--- src/rtl/fir_pkg.sv ---
// Constants shared between the FIR and its output decimation stage.
package fir_pkg;

    localparam int FIR_DATA_W = 16;
    localparam int FIR_COEF_W = 8;
    localparam int OUT_W_DEF  = 8;
    localparam int SHIFT_DEF  = 8;
    localparam int DECIM_DEF  = 4;
    localparam int DEPTH_DEF  = 4;

    function automatic int clog2(input int value);
        int res;
        res = 0;
        while ((1 << res) < value) res++;
        return res;
    endfunction

endpackage

--- src/rtl/fir_out_decim_if.sv ---
// Sample-in / result-out bundle of the decimation stage, plus its status flags.
interface fir_out_decim_if
    import fir_pkg::*;
#(
    parameter int IN_W  = FIR_DATA_W,
    parameter int OUT_W = OUT_W_DEF,
    parameter int DEPTH = DEPTH_DEF
);
    localparam int LVL_W = clog2(DEPTH) + 1;

    logic             in_valid;
    logic [IN_W-1:0]  din;
    logic             out_valid;
    logic             out_ready;
    logic [OUT_W-1:0] dout;
    logic [LVL_W-1:0] level;
    logic             ovf;
    logic             sat;
    logic             clr_flags;

    modport slave (
        input  in_valid, din, out_ready, clr_flags,
        output out_valid, dout, level, ovf, sat
    );

    modport master (
        output in_valid, din, out_ready, clr_flags,
        input  out_valid, dout, level, ovf, sat
    );

endinterface

--- src/rtl/fir_out_fifo.sv ---
// Show-ahead FIFO: head is visible on data_o whenever not empty, zero otherwise.
module fir_out_fifo
    import fir_pkg::*;
#(
    parameter int W     = 8,
    parameter int DEPTH = 4
) (
    input  logic                    clk,
    input  logic                    reset,
    input  logic                    push_i,
    input  logic                    pop_i,
    input  logic [W-1:0]            data_i,
    output logic [W-1:0]            data_o,
    output logic                    full_o,
    output logic                    empty_o,
    output logic [clog2(DEPTH):0]   count_o
);
    localparam int AW = clog2(DEPTH);

    logic [W-1:0]  mem_q [DEPTH];
    logic [AW-1:0] wr_ptr_q, wr_ptr_d;
    logic [AW-1:0] rd_ptr_q, rd_ptr_d;
    logic [AW:0]   count_q, count_d;
    logic          do_push, do_pop;

    assign empty_o = (count_q == '0);
    assign full_o  = (count_q == (AW+1)'(DEPTH));
    assign count_o = count_q;
    assign data_o  = empty_o ? '0 : mem_q[rd_ptr_q];

    // A full FIFO can still take a write when the head leaves in the same cycle.
    assign do_pop  = pop_i && !empty_o;
    assign do_push = push_i && (!full_o || do_pop);

    always_comb begin
        wr_ptr_d = wr_ptr_q;
        rd_ptr_d = rd_ptr_q;
        count_d  = count_q;
        if (do_push) wr_ptr_d = wr_ptr_q + 1'b1;
        if (do_pop)  rd_ptr_d = rd_ptr_q + 1'b1;
        if (do_push && !do_pop)      count_d = count_q + 1'b1;
        else if (do_pop && !do_push) count_d = count_q - 1'b1;
    end

    always_ff @(posedge clk or posedge reset) begin
        if (reset) begin
            wr_ptr_q <= '0;
            rd_ptr_q <= '0;
            count_q  <= '0;
        end else begin
            wr_ptr_q <= wr_ptr_d;
            rd_ptr_q <= rd_ptr_d;
            count_q  <= count_d;
        end
    end

    always_ff @(posedge clk) begin
        if (do_push) mem_q[wr_ptr_q] <= data_i;
    end

endmodule

--- src/rtl/fir_out_decim.sv ---
// Keeps one FIR sample in DECIM, rounds/shifts/saturates it to OUT_W bits and queues it.
module fir_out_decim
    import fir_pkg::*;
#(
    parameter int IN_W  = FIR_DATA_W,
    parameter int OUT_W = OUT_W_DEF,
    parameter int SHIFT = SHIFT_DEF,
    parameter int DECIM = DECIM_DEF,
    parameter int DEPTH = DEPTH_DEF
) (
    input  logic            clk,
    input  logic            reset,
    fir_out_decim_if.slave  bus
);
    localparam int PH_W   = (DECIM > 1) ? clog2(DECIM) : 1;
    localparam int RND_SH = (SHIFT > 0) ? SHIFT - 1 : 0;
    localparam logic [IN_W:0] RND   = (SHIFT > 0) ? ((IN_W+1)'(1) << RND_SH) : '0;
    localparam logic [IN_W:0] MAX_R = (IN_W+1)'((1 << OUT_W) - 1);

    logic [PH_W-1:0]  phase_q, phase_d;
    logic             stage_valid_q, stage_valid_d;
    logic [OUT_W-1:0] stage_data_q, stage_data_d;
    logic             ovf_q, ovf_d;
    logic             sat_q, sat_d;

    logic             keep;
    logic [IN_W:0]    sum, r;
    logic             clip;
    logic [OUT_W-1:0] result;
    logic             fifo_full, fifo_empty, pop, drop;
    logic [OUT_W-1:0] fifo_head;
    logic [clog2(DEPTH):0] fifo_count;

    assign keep = bus.in_valid && (phase_q == '0);

    // One extra bit so that rounding up a near-full-scale sample cannot wrap.
    always_comb begin
        sum    = {1'b0, bus.din} + RND;
        r      = sum >> SHIFT;
        clip   = (r > MAX_R);
        result = clip ? '1 : r[OUT_W-1:0];
    end

    assign pop  = !fifo_empty && bus.out_ready;
    assign drop = stage_valid_q && fifo_full && !pop;

    always_comb begin
        phase_d       = phase_q;
        stage_valid_d = keep;
        stage_data_d  = stage_data_q;
        ovf_d         = ovf_q;
        sat_d         = sat_q;
        if (bus.in_valid)
            phase_d = (phase_q == PH_W'(DECIM - 1)) ? '0 : phase_q + 1'b1;
        if (keep)
            stage_data_d = result;
        if (bus.clr_flags) begin
            ovf_d = 1'b0;
            sat_d = 1'b0;
        end
        if (drop)        ovf_d = 1'b1;
        if (keep && clip) sat_d = 1'b1;
    end

    always_ff @(posedge clk or posedge reset) begin
        if (reset) begin
            phase_q       <= '0;
            stage_valid_q <= 1'b0;
            stage_data_q  <= '0;
            ovf_q         <= 1'b0;
            sat_q         <= 1'b0;
        end else begin
            phase_q       <= phase_d;
            stage_valid_q <= stage_valid_d;
            stage_data_q  <= stage_data_d;
            ovf_q         <= ovf_d;
            sat_q         <= sat_d;
        end
    end

    fir_out_fifo #(
        .W     (OUT_W),
        .DEPTH (DEPTH)
    ) u_fifo (
        .clk     (clk),
        .reset   (reset),
        .push_i  (stage_valid_q),
        .pop_i   (pop),
        .data_i  (stage_data_q),
        .data_o  (fifo_head),
        .full_o  (fifo_full),
        .empty_o (fifo_empty),
        .count_o (fifo_count)
    );

    assign bus.out_valid = !fifo_empty;
    assign bus.dout      = fifo_head;
    assign bus.level     = fifo_count;
    assign bus.ovf       = ovf_q;
    assign bus.sat       = sat_q;

endmodule
--- src/flat_wrapper.sv ---
// flat-port wrapper written by rule: the top's interface ports become plain ports
module fir_out_decim_flat import fir_pkg::*;
#(
    parameter int IN_W  = FIR_DATA_W,
    parameter int OUT_W = OUT_W_DEF,
    parameter int SHIFT = SHIFT_DEF,
    parameter int DECIM = DECIM_DEF,
    parameter int DEPTH = DEPTH_DEF
)
  (clk, reset, bus_in_valid, bus_din, bus_out_ready, bus_clr_flags, bus_out_valid, bus_dout, bus_level, bus_ovf, bus_sat);
  fir_out_decim_if #(.IN_W(IN_W), .OUT_W(OUT_W), .DEPTH(DEPTH)) bus_i ();
  input  logic clk;
  input  logic reset;
  input wire logic [$bits(bus_i.in_valid)-1:0] bus_in_valid;
  input wire logic [$bits(bus_i.din)-1:0] bus_din;
  input wire logic [$bits(bus_i.out_ready)-1:0] bus_out_ready;
  input wire logic [$bits(bus_i.clr_flags)-1:0] bus_clr_flags;
  output wire logic [$bits(bus_i.out_valid)-1:0] bus_out_valid;
  output wire logic [$bits(bus_i.dout)-1:0] bus_dout;
  output wire logic [$bits(bus_i.level)-1:0] bus_level;
  output wire logic [$bits(bus_i.ovf)-1:0] bus_ovf;
  output wire logic [$bits(bus_i.sat)-1:0] bus_sat;
  assign bus_i.in_valid = bus_in_valid;
  assign bus_i.din = bus_din;
  assign bus_i.out_ready = bus_out_ready;
  assign bus_i.clr_flags = bus_clr_flags;
  assign bus_out_valid = bus_i.out_valid;
  assign bus_dout = bus_i.dout;
  assign bus_level = bus_i.level;
  assign bus_ovf = bus_i.ovf;
  assign bus_sat = bus_i.sat;
  fir_out_decim #(.IN_W(IN_W), .OUT_W(OUT_W), .SHIFT(SHIFT), .DECIM(DECIM), .DEPTH(DEPTH)) u_core (.clk(clk), .reset(reset), .bus(bus_i));
endmodule
--- config.mk ---
export PLATFORM = sky130hd
export DESIGN_NAME = fir_out_decim_flat
export DESIGN_NICKNAME = d
export VERILOG_FILES = /design/src/rtl/fir_pkg.sv /design/src/rtl/fir_out_decim_if.sv /design/src/rtl/fir_out_fifo.sv /design/src/rtl/fir_out_decim.sv /design/src/flat_wrapper.sv
export SDC_FILE = /design/constraint.sdc
export NUM_CORES = 1
export LEC_CHECK = 0
export CORE_UTILIZATION = 53
export CTS_BUF_LIST = sky130_fd_sc_hd__clkbuf_8 sky130_fd_sc_hd__clkbuf_16
export CTS_CLUSTER_DIAMETER = 120
export DETAILED_ROUTE_END_ITERATION = 10
export HOLD_SLACK_MARGIN = 0.06
export PLACE_DENSITY_LB_ADDON = 0.12
export SYNTH_ARGS = -nofsm -noshare
export SYNTH_HDL_FRONTEND = slang
export SYNTH_SLANG_ARGS = --single-unit
--- constraint.sdc ---
create_clock -name clk -period 2.3 [get_ports clk]
set_clock_uncertainty 0.1 [all_clocks]
set_input_delay 0.345 -clock clk [delete_from_list [all_inputs] [get_ports clk]]
set_output_delay 0.345 -clock clk [all_outputs]
set_load 0.01 [all_outputs]
==> results of run 1 <==
-- critical path, delay by kind of cell (launching register included) --
family / cells / cell delay [ps]
buffers and inverters: 2 / 650
DFF: 1 / 460
and+or+nand+nor: 1 / 340
-- power by group through the flow --
stage	registers (µW)	clock network, µW	logic [µW]
final	1530	593	1220
after global routing	1560	646	1370
after CTS	1530	611	1290
after detailed placement	1560	0	1250
after global placement	1530	0	1210
after floorplan	1480	0	792
-- metal layers --
metal / GRT usage, % / routed length, µm / up-vias
li1: - / - / 664
met1: 22.9 / 1690 / 671
met2: 33.6 / 1910 / 38
met3: 3.67 / 152 / 8
met4: 10.7 / 68 / 0
met5: 0 / 0 / -
-- layout by cell type, fill, tap and decap left out, types with 2 or more instances in the layout --
cell type        netlist  final
a31oi_1                4      4
edfxtp_1              32     32
nand4_1                2      2
nand2_1               10     10
mux4_2                 8      8
buf_4                  0     12
nor2_1                 6      6
nand3_1                4      4
buf_12                 0      2
clkbuf_8               0      5
o21ai_0                3      3
o31ai_1                3      3
xnor2_1                6      6
dfrtp_2                0      3
a21oi_1                4      4
clkdlybuf4s50_1        0     19
inv_1                  8      9
dfrtp_1               20     17
ha_1                   8      8
and2_1                13     13
xor2_1                 2      2
and3_1                 2      2
clkbuf_2               1      7
-- sequential cells by signal (all words and copies together) (netlist names) --
register,flops
u_core.u_fifo.mem_q,32
u_core.stage_data_q,8
u_core.u_fifo.count_o,3
u_core.phase_q,2
u_core.u_fifo.rd_ptr_q,2
u_core.u_fifo.wr_ptr_q,2
u_core.bus.ovf,1
u_core.bus.sat,1
u_core.stage_valid_q,1
-- worst max path at each step --
stage / from / end / slack, ps / cells past startpoint
CTS: u_core.u_fifo.rd_ptr_q[0] / bus_dout[2] / 20 / 5
detailed placement: bus_out_ready / u_core.u_fifo.count_o[2] / -60 / 9
global route: u_core.u_fifo.count_o[0] / u_core.u_fifo.count_o[2] / 20 / 8
global placement: bus_out_ready / u_core.u_fifo.count_o[1] / 20 / 7
floorplan: u_core.u_fifo.count_o[1] / u_core.u_fifo.count_o[2] / 210 / 8
finish: u_core.u_fifo.count_o[0] / bus_out_valid / 110 / 3
-- what timing repair did --
action / 4_1_cts / 5_1_grt
resized for setup: 18 / 7
endpoints found under the setup margin: 8 / 7
setup buffers: 3 / 0
-- per-stage QoR --
stage	utilization (%)	total power [µW]	hold slack, ps	TNS (ps)	setup WS (ps)
floorplan	-	2270	209	0	213
global placement	65.9	2740	391	0	22.3
detailed placement	65.9	2810	415	-121	-64.8
CTS	69.4	3430	260	0	16.8
global route	68.5	3580	296	0	17.5
finish	68.5	3350	259	0	111
-- cell type report --
type | count | area [µm²] | share of cell area [%]
Inverter | 9 | 33.8 | 1.20
Clock inverter | 3 | 38.8 | 1.38
Timing Repair Buffer | 41 | 364 | 12.9
Clock buffer | 5 | 68.8 | 2.44
Sequential cell | 52 | 1470 | 52.0
Tap cell | 50 | 62.6 | 2.22
Multi-Input combinational cell | 91 | 787 | 27.9
-- cell families (layout without fill, tap and decap cells) --
kind of cell	after synthesis	after routing	share of synthesized area (%)
and+or+nand+nor	44	44	11.1
adders and majority gates	9	9	5.16
buffers and inverters	16	58	3.44
muxes	10	10	8.87
xor gates and xnor gates	8	8	3.01
DFF	52	52	62.8
AOI/OAI and AO/OA	20	20	5.70
==> flow_summary.rst, run 1 <==
.. list-table::
   :header-rows: 1

   * - Metric
     - Value
   * - Result of the run
     - finished clean
   * - Final critical-path share of the clock period
     - 95.2%
   * - Number of port buffers
     - 27
   * - R2r startpoint
     - u_core.u_fifo.count_o[0]
   * - Clk Tree Root Cell
     - clkbuf_8
   * - Data required time at the worst endpoint
     - 1860 ps
   * - Wire length reported by the detailed router
     - 3810 µm
   * - Most used standard cells in the synthesized netlist
     - edfxtp_1 (32), dfrtp_1 (20), and2_1 (13)
   * - Cell variety after synth
     - 38
   * - Hold violation count in the final report
     - 0
   * - Antenna violations before repair
     - 0
   * - Total number of vias
     - ~1400
   * - R2r setup slk
     - between 150 and 200 ps
   * - Post-detailed-placement cell area
     - 2710 µm²
   * - Die height
     - approximately 68 µm
   * - Antenna diode instance count
     - 0
   * - Critical Path Start Type
     - register
   * - Area leader, netlist
     - edfxtp_1
   * - Proportion of netlist area held by the largest area contributor
     - 41.3%
   * - Power per unit of standard cell area
     - 1190 nW/µm²
   * - Comb power frac
     - 36.6%
   * - Unrepaired setup endpoints after global routing
     - no
   * - Maximum level of the CTS H-tree
     - 2
   * - Internal power
     - 2330 µW
   * - Instance count of the mapped netlist
     - between 150 and 200
   * - Aggregate global routing overflow
     - 0
   * - CTS clk-pin slew, worst paths
     - 90 ps
   * - CTS tree
     - yes
   * - DRC Markers
     - 0
   * - Leakage power figure
     - 0.00110 µW
   * - WL/cell
     - between 15 and 20 µm
   * - Clock period minus final worst setup slack
     - approximately 2200 ps
   * - Pins Over Slew Limit
     - 0
   * - Final weighted congestion of routability-driven global placement
     - 0.764
   * - Final standard cell area without fillers
     - 2820 µm²
   * - Clock share of power
     - 17.7%
   * - Synth Flop Type
     - edfxtp_1
   * - Worst r2r path cells
     - 8
   * - Achievable Freq
     - 457 MHz
   * - Die boundary width
     - around 70 µm
   * - Sink Count
     - between 50 and 60
   * - Die Area
     - around 4700 µm²
   * - Initial standard-cell utilization of the core
     - 56.6%
   * - Library cell contributing the largest single delay on the critical path
     - clkdlybuf4s50_1
   * - Worst setup EP type
     - output pin
   * - Number of buffers added to fix hold violations after cts
     - 0
   * - I/O pin total
     - 35
   * - Tightest Hold Check Type
     - in -> async
   * - Total half-perimeter wirelength after legalization and detailed placement
     - 2800 µm
   * - End of the worst register-to-register path
     - u_core.u_fifo.count_o[2]
   * - Share of cells above drive strength 1
     - 21.4%
   * - Floorplan Core Area
     - between 4000 and 5000 µm²
   * - Maximum fanout count along the critical path
     - 10
   * - Routed Antenna Nets
     - 0
   * - Count of TritonRoute iterations in the first routing pass
     - 4
   * - Worst slew pin tran
     - 277 ps
   * - Number of storage elements in the synthesis netlist
     - 52
   * - Cell-by-cell trace of the critical path
     - or3_1 > buf_4 > clkdlybuf4s50_1
   * - Post-detailed-route via-to-cell ratio
     - 5.50
   * - Sw frac
     - 30.5%
   * - Critical path start-end classification
     - reg -> out
   * - Net Count, Synth
     - approximately 190
   * - Slowest Stage Delay on Critical Path
     - between 400 and 500 ps
   * - Max_cap viols
     - 0
   * - Number of flops mapped to enable cells by yosys
     - 32
   * - Part of the Yosys area used for sequential elements
     - 62.8%
   * - Global-route wire length before repair
     - 6320 µm
   * - Layout filler cell count
     - 292
   * - Non-filler instance count after layout
     - 251
   * - Post-Synthesis Mean Instance Area
     - approximately 15 µm²
   * - Post-synthesis async set-or-reset flop share
     - 38.5%
   * - Synth warn
     - 0
   * - Area delta synth->final
     - 21.1%
   * - Worst VDD drop
     - about 0.44 mV
   * - Seq pwr share
     - between 40% and 50%
   * - Clock latency on the worst-skew pair
     - 300 ps
   * - Iter 0 DRT Violations
     - 89
   * - Biggest area contributors in the synthesized netlist
     - edfxtp_1 (41%), dfrtp_1 (21%), mux4_2 (7.7%)
   * - Number of core rows
     - 23
   * - Setup violators final
     - 0
   * - Global-route usage over all layers
     - between 15 and 20%
   * - Total clock buffers created by CTS
     - 5
   * - Net Switching
     - 1020 µW
   * - Cell area after technology mapping
     - 2330 µm²
   * - Placed cell count
     - 240
   * - Worst-case clock buffer depth
     - 2
   * - Pin count of the biggest net entering global routing
     - 21
   * - Arr. time, crit path
     - 1740 ps
   * - Number of nets in the layout
     - 230
   * - Via count of the first global-routing pass
     - 1344
   * - Worst slew margin relative to its limit
     - around four fifths
   * - Most common cell in the synthesized netlist
     - edfxtp_1
(Power assumes the default switching activity.)
==> run 2, diff against run 1 <==
--- a/config.mk
+++ b/config.mk
@@ -5,6 +5,8 @@
 export SDC_FILE = /design/constraint.sdc
 export NUM_CORES = 1
 export LEC_CHECK = 0
+export ABC_CLOCK_PERIOD_IN_PS = 2300
+export CORE_ASPECT_RATIO = 2
 export CORE_UTILIZATION = 53
 export CTS_BUF_LIST = sky130_fd_sc_hd__clkbuf_8 sky130_fd_sc_hd__clkbuf_16
 export CTS_CLUSTER_DIAMETER = 120
==> run 2 against run 1 <==
  * Design area grew 0.44%
  * Critical path depth grew 1
  * Sequential power is essentially flat
  * Critical path type unchanged
  * Register-to-register slack lost 40 ps
  * Highest routed layer unchanged
  * Worst setup slack worse by 55 ps
==> flow_summary.rst, run 2 (synthesis gave the netlist of run 1 again) <==
.. list-table::
   :header-rows: 1

   * - Metric
     - Value
   * - Pin count of the biggest net entering global routing
     - 21 (unchanged)
   * - Die height
     - 95.7 µm (+40%)
   * - CTS clk-pin slew, worst paths
     - 90 ps (about the same)
   * - Wire length reported by the detailed router
     - 4020 µm (+5.3%)
   * - Seq pwr share
     - 47.0% (+1.3 points)
   * - Post-detailed-route via-to-cell ratio
     - 5.49 (-0.14%)
   * - Flip-flop count of the largest register, all copies and words added
     - 32 (unchanged)
   * - Arr. time, crit path
     - 1800 ps (+60 ps)
   * - Number of core rows
     - 33 (+43%)
   * - Clk Tree Root Cell
     - clkbuf_8
   * - Comb power frac
     - 38.7% (+2.1 points)
   * - Antenna diode instance count
     - 0 (unchanged)
   * - Worst VDD drop
     - 0.643 mV (+45%)
   * - Maximum level of the CTS H-tree
     - 2 (unchanged)
   * - Commonest cells after routing, fill and taps aside
     - edfxtp_1 (32), clkdlybuf4s50_1 (18), dfrtp_1 (17)
   * - Total clock buffers created by CTS
     - 5 (unchanged)
   * - Total number of vias
     - 1390 (+0.65%)
   * - Number of nets in the layout
     - 230 (unchanged)
   * - Max_cap viols
     - 0 (unchanged)
   * - Maximum fanout count along the critical path
     - 5 (-5)
   * - Count of TritonRoute iterations in the first routing pass
     - 4 (unchanged)
   * - Data required time at the worst endpoint
     - 1860 ps (about the same)
   * - Critical path start-end classification
     - reg -> out
   * - WL/cell
     - 15.9 µm (+4.4%)
   * - Via count of the first global-routing pass
     - 1468 (+9.2%)
   * - Hold violation count in the final report
     - 0 (unchanged)
   * - Tightest Hold Check Type
     - in -> async
   * - Initial standard-cell utilization of the core
     - 55.8% (-0.75 points)
   * - Result of the run
     - finished clean
   * - Pins Over Slew Limit
     - 0 (unchanged)
   * - CTS tree
     - yes
   * - Most frequent standard cell in the layout excluding fill and tap cells
     - edfxtp_1
   * - Clock share of power
     - 14.3% (-3.4 points)
   * - DRC Markers
     - 0 (unchanged)
   * - Critical Path Start Type
     - register
   * - Final critical-path share of the clock period
     - 97.6% (+2.4 points)
   * - Register ranked first by flip-flop count
     - u_core.u_fifo.mem_q
   * - Setup violators final
     - 0 (unchanged)
   * - Total chip power
     - 3280 µW (-2.1%)
   * - Area delta synth->final
     - 21.7%
   * - Die boundary width
     - 48.9 µm (-28%)
   * - Worst slew margin relative to its limit
     - 72.0% (-9.2 points)
   * - Aggregate global routing overflow
     - 0 (unchanged)
   * - Sink Count
     - 52 (unchanged)
   * - Antenna violations before repair
     - 0 (unchanged)
   * - Worst-case clock buffer depth
     - 2 (unchanged)
   * - Power per unit of standard cell area
     - 1160 nW/µm² (-2.5%)
   * - Share of cells above drive strength 1
     - 17.4% (-4.0 points)
   * - Global-route usage over all layers
     - 19.8% (+0.28 points)
   * - Clock period minus final worst setup slack
     - 2240 ps (+55.3 ps)
   * - Net Switching
     - 1020 µW (-0.20%)
   * - Global-route wire length before repair
     - 6800 µm (+7.6%)
   * - Iter 0 DRT Violations
     - 16 (-82%)
   * - I/O pin total
     - 35 (unchanged)
   * - Sw frac
     - 31.1% (+0.58 points)
   * - Die Area
     - 4680 µm² (+0.35%)
   * - Routed Antenna Nets
     - 0 (unchanged)
   * - Internal power
     - 2260 µW (-2.9%)
   * - Worst slew pin tran
     - 419 ps (+142 ps)
   * - Clock latency on the worst-skew pair
     - 300 ps (about the same)
   * - Worst Hold Slack
     - 264 ps (+4.81 ps)
   * - Worst setup EP type
     - output pin
   * - Floorplan Core Area
     - 4170 µm² (+1.3%)
   * - Non-filler instance count after layout
     - 253 (+0.80%)
   * - Total half-perimeter wirelength after legalization and detailed placement
     - 3070 µm (+9.5%)
   * - Number of port buffers
     - 27 (unchanged)
   * - Placed cell count
     - 241 (+0.42%)
   * - Achievable Freq
     - 446 MHz (-2.5%)
   * - Number of buffers added to fix hold violations after cts
     - 0 (unchanged)
   * - Leakage power figure
     - 0.00110 µW (+0.33%)
   * - Final weighted congestion of routability-driven global placement
     - 0.833 (+9.0%)
==> run 2: changes by cell type in the layout (fill, tap and decap cells not counted), sizes merged <==
cell	delta
buf	-1
bufinv	-1
clkbuf	-6
clkdlybuf4s15	+2
clkdlybuf4s50	-1
dlygate4sd2	+5
dlymetal6s2s	+1
inv	+1
==> run 2: final cells by class <==
type / instances / area [µm²]
tap: 52 / 65.1
clock inverter: 3 / 12.5
multi-input combinational: 91 / 787
inverter: 9 / 33.8
timing repair buffer: 41 / 400
fill: 288 / 1340
clock buffer: 5 / 68.8
sequential: 52 / 1470
==> run 2: metrics by stage <==
step           util [%]  cell area [µm²]  setup TNS, ps  setup slack [ps]
6_report           67.9             2830              0              56.1
2_1_floorplan         -             2330              0               213
3_3_place_gp       64.9             2710              0              14.5
5_1_grt            67.9             2830          -51.9             -13.6
4_1_cts            66.6             2780              0              22.2
3_5_place_dp       64.9             2710           -105             -73.6
==> run 2: routing by layer <==
metal | routed length [µm] | GRT usage [%]
met5 | 0 | 0
met4 | 65 | 8.58
met3 | 93 | 3.32
met2 | 2470 | 39.2
met1 | 1380 | 19.8
==> run 2: repair_timing <==
item                                    CTS  global route
pin swaps                                 0             0
endpoints found under the setup margin    8             2
buffers inserted                          0             3
resized for setup                         9             5
cloned                                    0             1
==> run 2: worst paths after layout <==
| path | from | end | slack (ps) | cells past startpoint |
|---|---|---|---|---|
| worst min-delay path | reset | u_core.u_fifo.count_o[2] | 260 | 3 |
| min in group clk | u_core.stage_valid_q | u_core.bus.ovf | 420 | 2 |
| max in group asynchronous | reset | u_core.u_fifo.count_o[0] | 1610 | 3 |
| worst max-delay path | u_core.u_fifo.rd_ptr_q[0] | bus_dout[5] | 60 | 4 |
| worst min register to register | u_core.stage_valid_q | u_core.bus.ovf | 420 | 2 |
| worst max register to register | u_core.u_fifo.count_o[2] | u_core.u_fifo.count_o[2] | 120 | 8 |
==> run 2: worst max-delay path: stages (launching register included) <==
cell	delay [ps]
dfrtp_2	420
clkbuf_16	160
mux4_2	480
and2_1	160
dlygate4sd2_1	270
==> run 2: power by group through the flow <==
stage | Combinational [µW] | Sequential [µW] | Clock [µW]
after global routing | 1400 | 1570 | 525
after CTS | 1190 | 1540 | 487
after detailed placement | 1260 | 1560 | 0
after global placement | 1210 | 1520 | 0
after floorplan | 792 | 1480 | 0
final | 1270 | 1540 | 469
==> run 3, diff against run 2 <==
--- a/config.mk
+++ b/config.mk
@@ -6,11 +6,14 @@
 export NUM_CORES = 1
 export LEC_CHECK = 0
 export ABC_CLOCK_PERIOD_IN_PS = 2300
+export CELL_PAD_IN_SITES_DETAIL_PLACEMENT = 1
+export CELL_PAD_IN_SITES_GLOBAL_PLACEMENT = 2
 export CORE_ASPECT_RATIO = 2
-export CORE_UTILIZATION = 53
+export CORE_UTILIZATION = 37
 export CTS_BUF_LIST = sky130_fd_sc_hd__clkbuf_8 sky130_fd_sc_hd__clkbuf_16
 export CTS_CLUSTER_DIAMETER = 120
 export DETAILED_ROUTE_END_ITERATION = 10
+export GPL_TIMING_DRIVEN = 0
 export HOLD_SLACK_MARGIN = 0.06
 export PLACE_DENSITY_LB_ADDON = 0.12
 export SYNTH_ARGS = -nofsm -noshare
==> constraint.sdc (replaced) <==
create_clock -name clk -period 2.3 [get_ports clk]
set_clock_uncertainty 0.1 [all_clocks]
set_input_delay 0.345 -clock clk [delete_from_list [all_inputs] [get_ports clk]]
set_output_delay 0.345 -clock clk [all_outputs]
set_load 0.02 [all_outputs]
==> run 3 against run 2 <==
  * Final cell count is 11% higher
  * Routed wire length grew 13%
  * Critical path type unchanged
  * Design area rose by 2.6%
  * Power up 14%
  * Clock power grew 81%
  * Global-route usage decreased by 4.0 points
  * Combinational power increased by 8%
  * Sequential cell count did not move
==> flow_summary.rst, run 3 (synthesis gave the netlist of run 1 again) <==
.. list-table::
   :header-rows: 1

   * - Metric
     - Value
   * - Arr. time, crit path
     - 1790 ps (about the same)
   * - Flip-flop count of the largest register, all copies and words added
     - 32 (unchanged)
   * - DP Worst Slack
     - -235 ps (-162 ps)
   * - Seq pwr share
     - 40.4% (-6.6 points)
   * - Post-detailed-placement cell area
     - 2700 µm² (about the same)
   * - Aggregate global routing overflow
     - 0 (unchanged)
   * - WL/cell
     - 16.2 µm (+2.1%)
   * - DRC Markers
     - 0 (unchanged)
   * - Placed cell count
     - 270 (+12%)
   * - Total half-perimeter wirelength after legalization and detailed placement
     - 3570 µm (+16%)
   * - Global-route wire length before repair
     - 7530 µm (+11%)
   * - Antenna violations before repair
     - 0 (unchanged)
   * - Die Area
     - 6630 µm² (+42%)
   * - Floorplan Core Area
     - 6060 µm² (+45%)
   * - Result of the run
     - finished clean
   * - Area delta synth->final
     - 24.8%
   * - Max_cap viols
     - 0 (unchanged)
   * - Sw frac
     - 31.8% (+0.72 points)
   * - Achievable Freq
     - 448 MHz (+0.60%)
   * - Final standard cell area without fillers
     - 2910 µm² (+2.6%)
   * - Hold_sp
     - bus_out_ready
   * - Maximum fanout count along the critical path
     - 10 (+5)
   * - Count of TritonRoute iterations in the first routing pass
     - 4 (unchanged)
   * - Tightest Hold Check Type
     - in -> reg
   * - Critical Path Start Type
     - register
   * - Post-detailed-route via-to-cell ratio
     - 4.90 (-11%)
   * - Die boundary width
     - 58.1 µm (+19%)
   * - Commonest cells after routing, fill and taps aside
     - edfxtp_1 (32), dfrtp_1 (18), clkdlybuf4s50_1 (17)
   * - Worst VDD drop
     - 0.467 mV (-27%)
   * - Critical Path Start
     - u_core.u_fifo.rd_ptr_q[0]
   * - Power per unit of standard cell area
     - 1280 nW/µm² (+11%)
   * - Number of core rows
     - 40 (+21%)
   * - Number of port buffers
     - 27 (unchanged)
   * - R2r startpoint
     - u_core.u_fifo.count_o[0]
   * - Setup violators final
     - 0 (unchanged)
   * - Clk Tree Root Cell
     - clkbuf_16
   * - Post-route worst setup slack
     - 69.5 ps (+13.4 ps)
   * - Worst setup EP type
     - output pin
   * - Critical path start-end classification
     - reg -> out
   * - Pin count of the biggest net entering global routing
     - 21 (unchanged)
   * - Iter 0 DRT Violations
     - 22 (+6)
   * - Maximum level of the CTS H-tree
     - 2 (unchanged)
   * - Final critical-path share of the clock period
     - 97.0% (-0.58 points)
   * - Most frequent standard cell in the layout excluding fill and tap cells
     - edfxtp_1
   * - Antenna diode instance count
     - 0 (unchanged)
   * - Die height
     - 114 µm (+19%)
   * - Routed Antenna Nets
     - 0 (unchanged)
   * - Data required time at the worst endpoint
     - 1860 ps (about the same)
   * - I/O pin total
     - 35 (unchanged)
   * - CTS tree
     - yes
   * - Utilization after layout
     - 48.0% (-20 points)
   * - Worst-case clock buffer depth
     - 2 (unchanged)
   * - Worst slew pin tran
     - 781 ps (+361 ps)
   * - Wire length reported by the detailed router
     - 4540 µm (+13%)
   * - Hold violation count in the final report
     - 0 (unchanged)
   * - Total number of vias
     - 1373 (-1.2%)
   * - Post-route setup TNS
     - 0 ps (unchanged)
   * - Share of cells above drive strength 1
     - 15.8% (-1.6 points)
   * - Global-route usage over all layers
     - 15.8% (-4.0 points)
   * - Sink Count
     - 52 (unchanged)
   * - Non-filler instance count after layout
     - 280 (+11%)
   * - CTS clk-pin slew, worst paths
     - 60 ps (-30 ps)
   * - Clock share of power
     - 22.8% (+8.5 points)
   * - Net Switching
     - 1180 µW (+16%)
   * - Register ranked first by flip-flop count
     - u_core.u_fifo.mem_q
   * - Leakage power figure
     - 0.00110 µW (about the same)
   * - Number of nets in the layout
     - 225 (-2.2%)
   * - Via count of the first global-routing pass
     - 1529 (+4.2%)
   * - Initial standard-cell utilization of the core
     - 38.5% (-17 points)
   * - Comb power frac
     - 36.8% (-1.9 points)
   * - Internal power
     - 2540 µW (+12%)
   * - Clock period minus final worst setup slack
     - 2230 ps (-13.4 ps)
   * - Total clock buffers created by CTS
     - 5 (unchanged)
   * - Clock latency on the worst-skew pair
     - 290 ps (about the same)
   * - Worst slew margin relative to its limit
     - 47.9% (-24 points)
   * - Pins Over Slew Limit
     - 0 (unchanged)
   * - Final weighted congestion of routability-driven global placement
     - 0.737 (-12%)
==> run 3: metal layers <==
metal	vias to the layer above	routed length [µm]	track usage (%)
met5	-	0	0
li1	654	-	-
met4	0	99	7.14
met2	28	2790	30.6
met1	683	1540	15.2
met3	8	117	3.39
==> run 3: worst paths after layout <==
check                                            endpoint  slack (ps)  cells past startpoint
worst min register to register             u_core.bus.ovf         380                      2
worst min-delay path            u_core.u_fifo.rd_ptr_q[0]         350                      3
min in group asynchronous                  u_core.bus.ovf         410                      2
worst max register to register   u_core.u_fifo.count_o[1]         150                      7
max in group asynchronous        u_core.u_fifo.count_o[0]        1150                      2
worst max-delay path                          bus_dout[2]          70                      4
==> run 3: final cells by class <==
class / count / area, µm²
flip-flops and latches: 52 / 1460
repair buffers: 29 / 282
well taps: 84 / 105
inverters: 9 / 33.8
clock buffers: 6 / 139
clock inverters: 2 / 33.8
plain buffers: 7 / 57.6
fillers: 623 / 3150
multi-input cells: 91 / 792
==> run 3: metrics by stage <==
stage	hold slack, ps	power (µW)
2_1_floorplan	209	2380
3_3_place_gp	362	2820
3_5_place_dp	382	2930
4_1_cts	395	3710
5_1_grt	393	3950
6_report	353	3720
==> run 3: repair_timing <==
action	CTS	global route
endpoints found under the hold margin	0	0
hold buffers	0	0
endpoints found under the setup margin	9	8
gates resized for setup	9	12
buffers inserted	0	2
==> run 3: critical path, cell delays in order, from the launching register on <==
cell and delay (ps):
dfrtp_1 380, buf_12 160, mux4_2 490, and2_1 160, dlygate4sd2_1 310
==> run 3: power by group through the flow <==
stage / Combinational (µW) / Clock [µW] / Sequential, µW
6_report: 1370 / 850 / 1500
5_1_grt: 1510 / 902 / 1540
4_1_cts: 1330 / 873 / 1510
3_5_place_dp: 1400 / 0 / 1530
3_3_place_gp: 1330 / 0 / 1490
2_1_floorplan: 878 / 0 / 1500
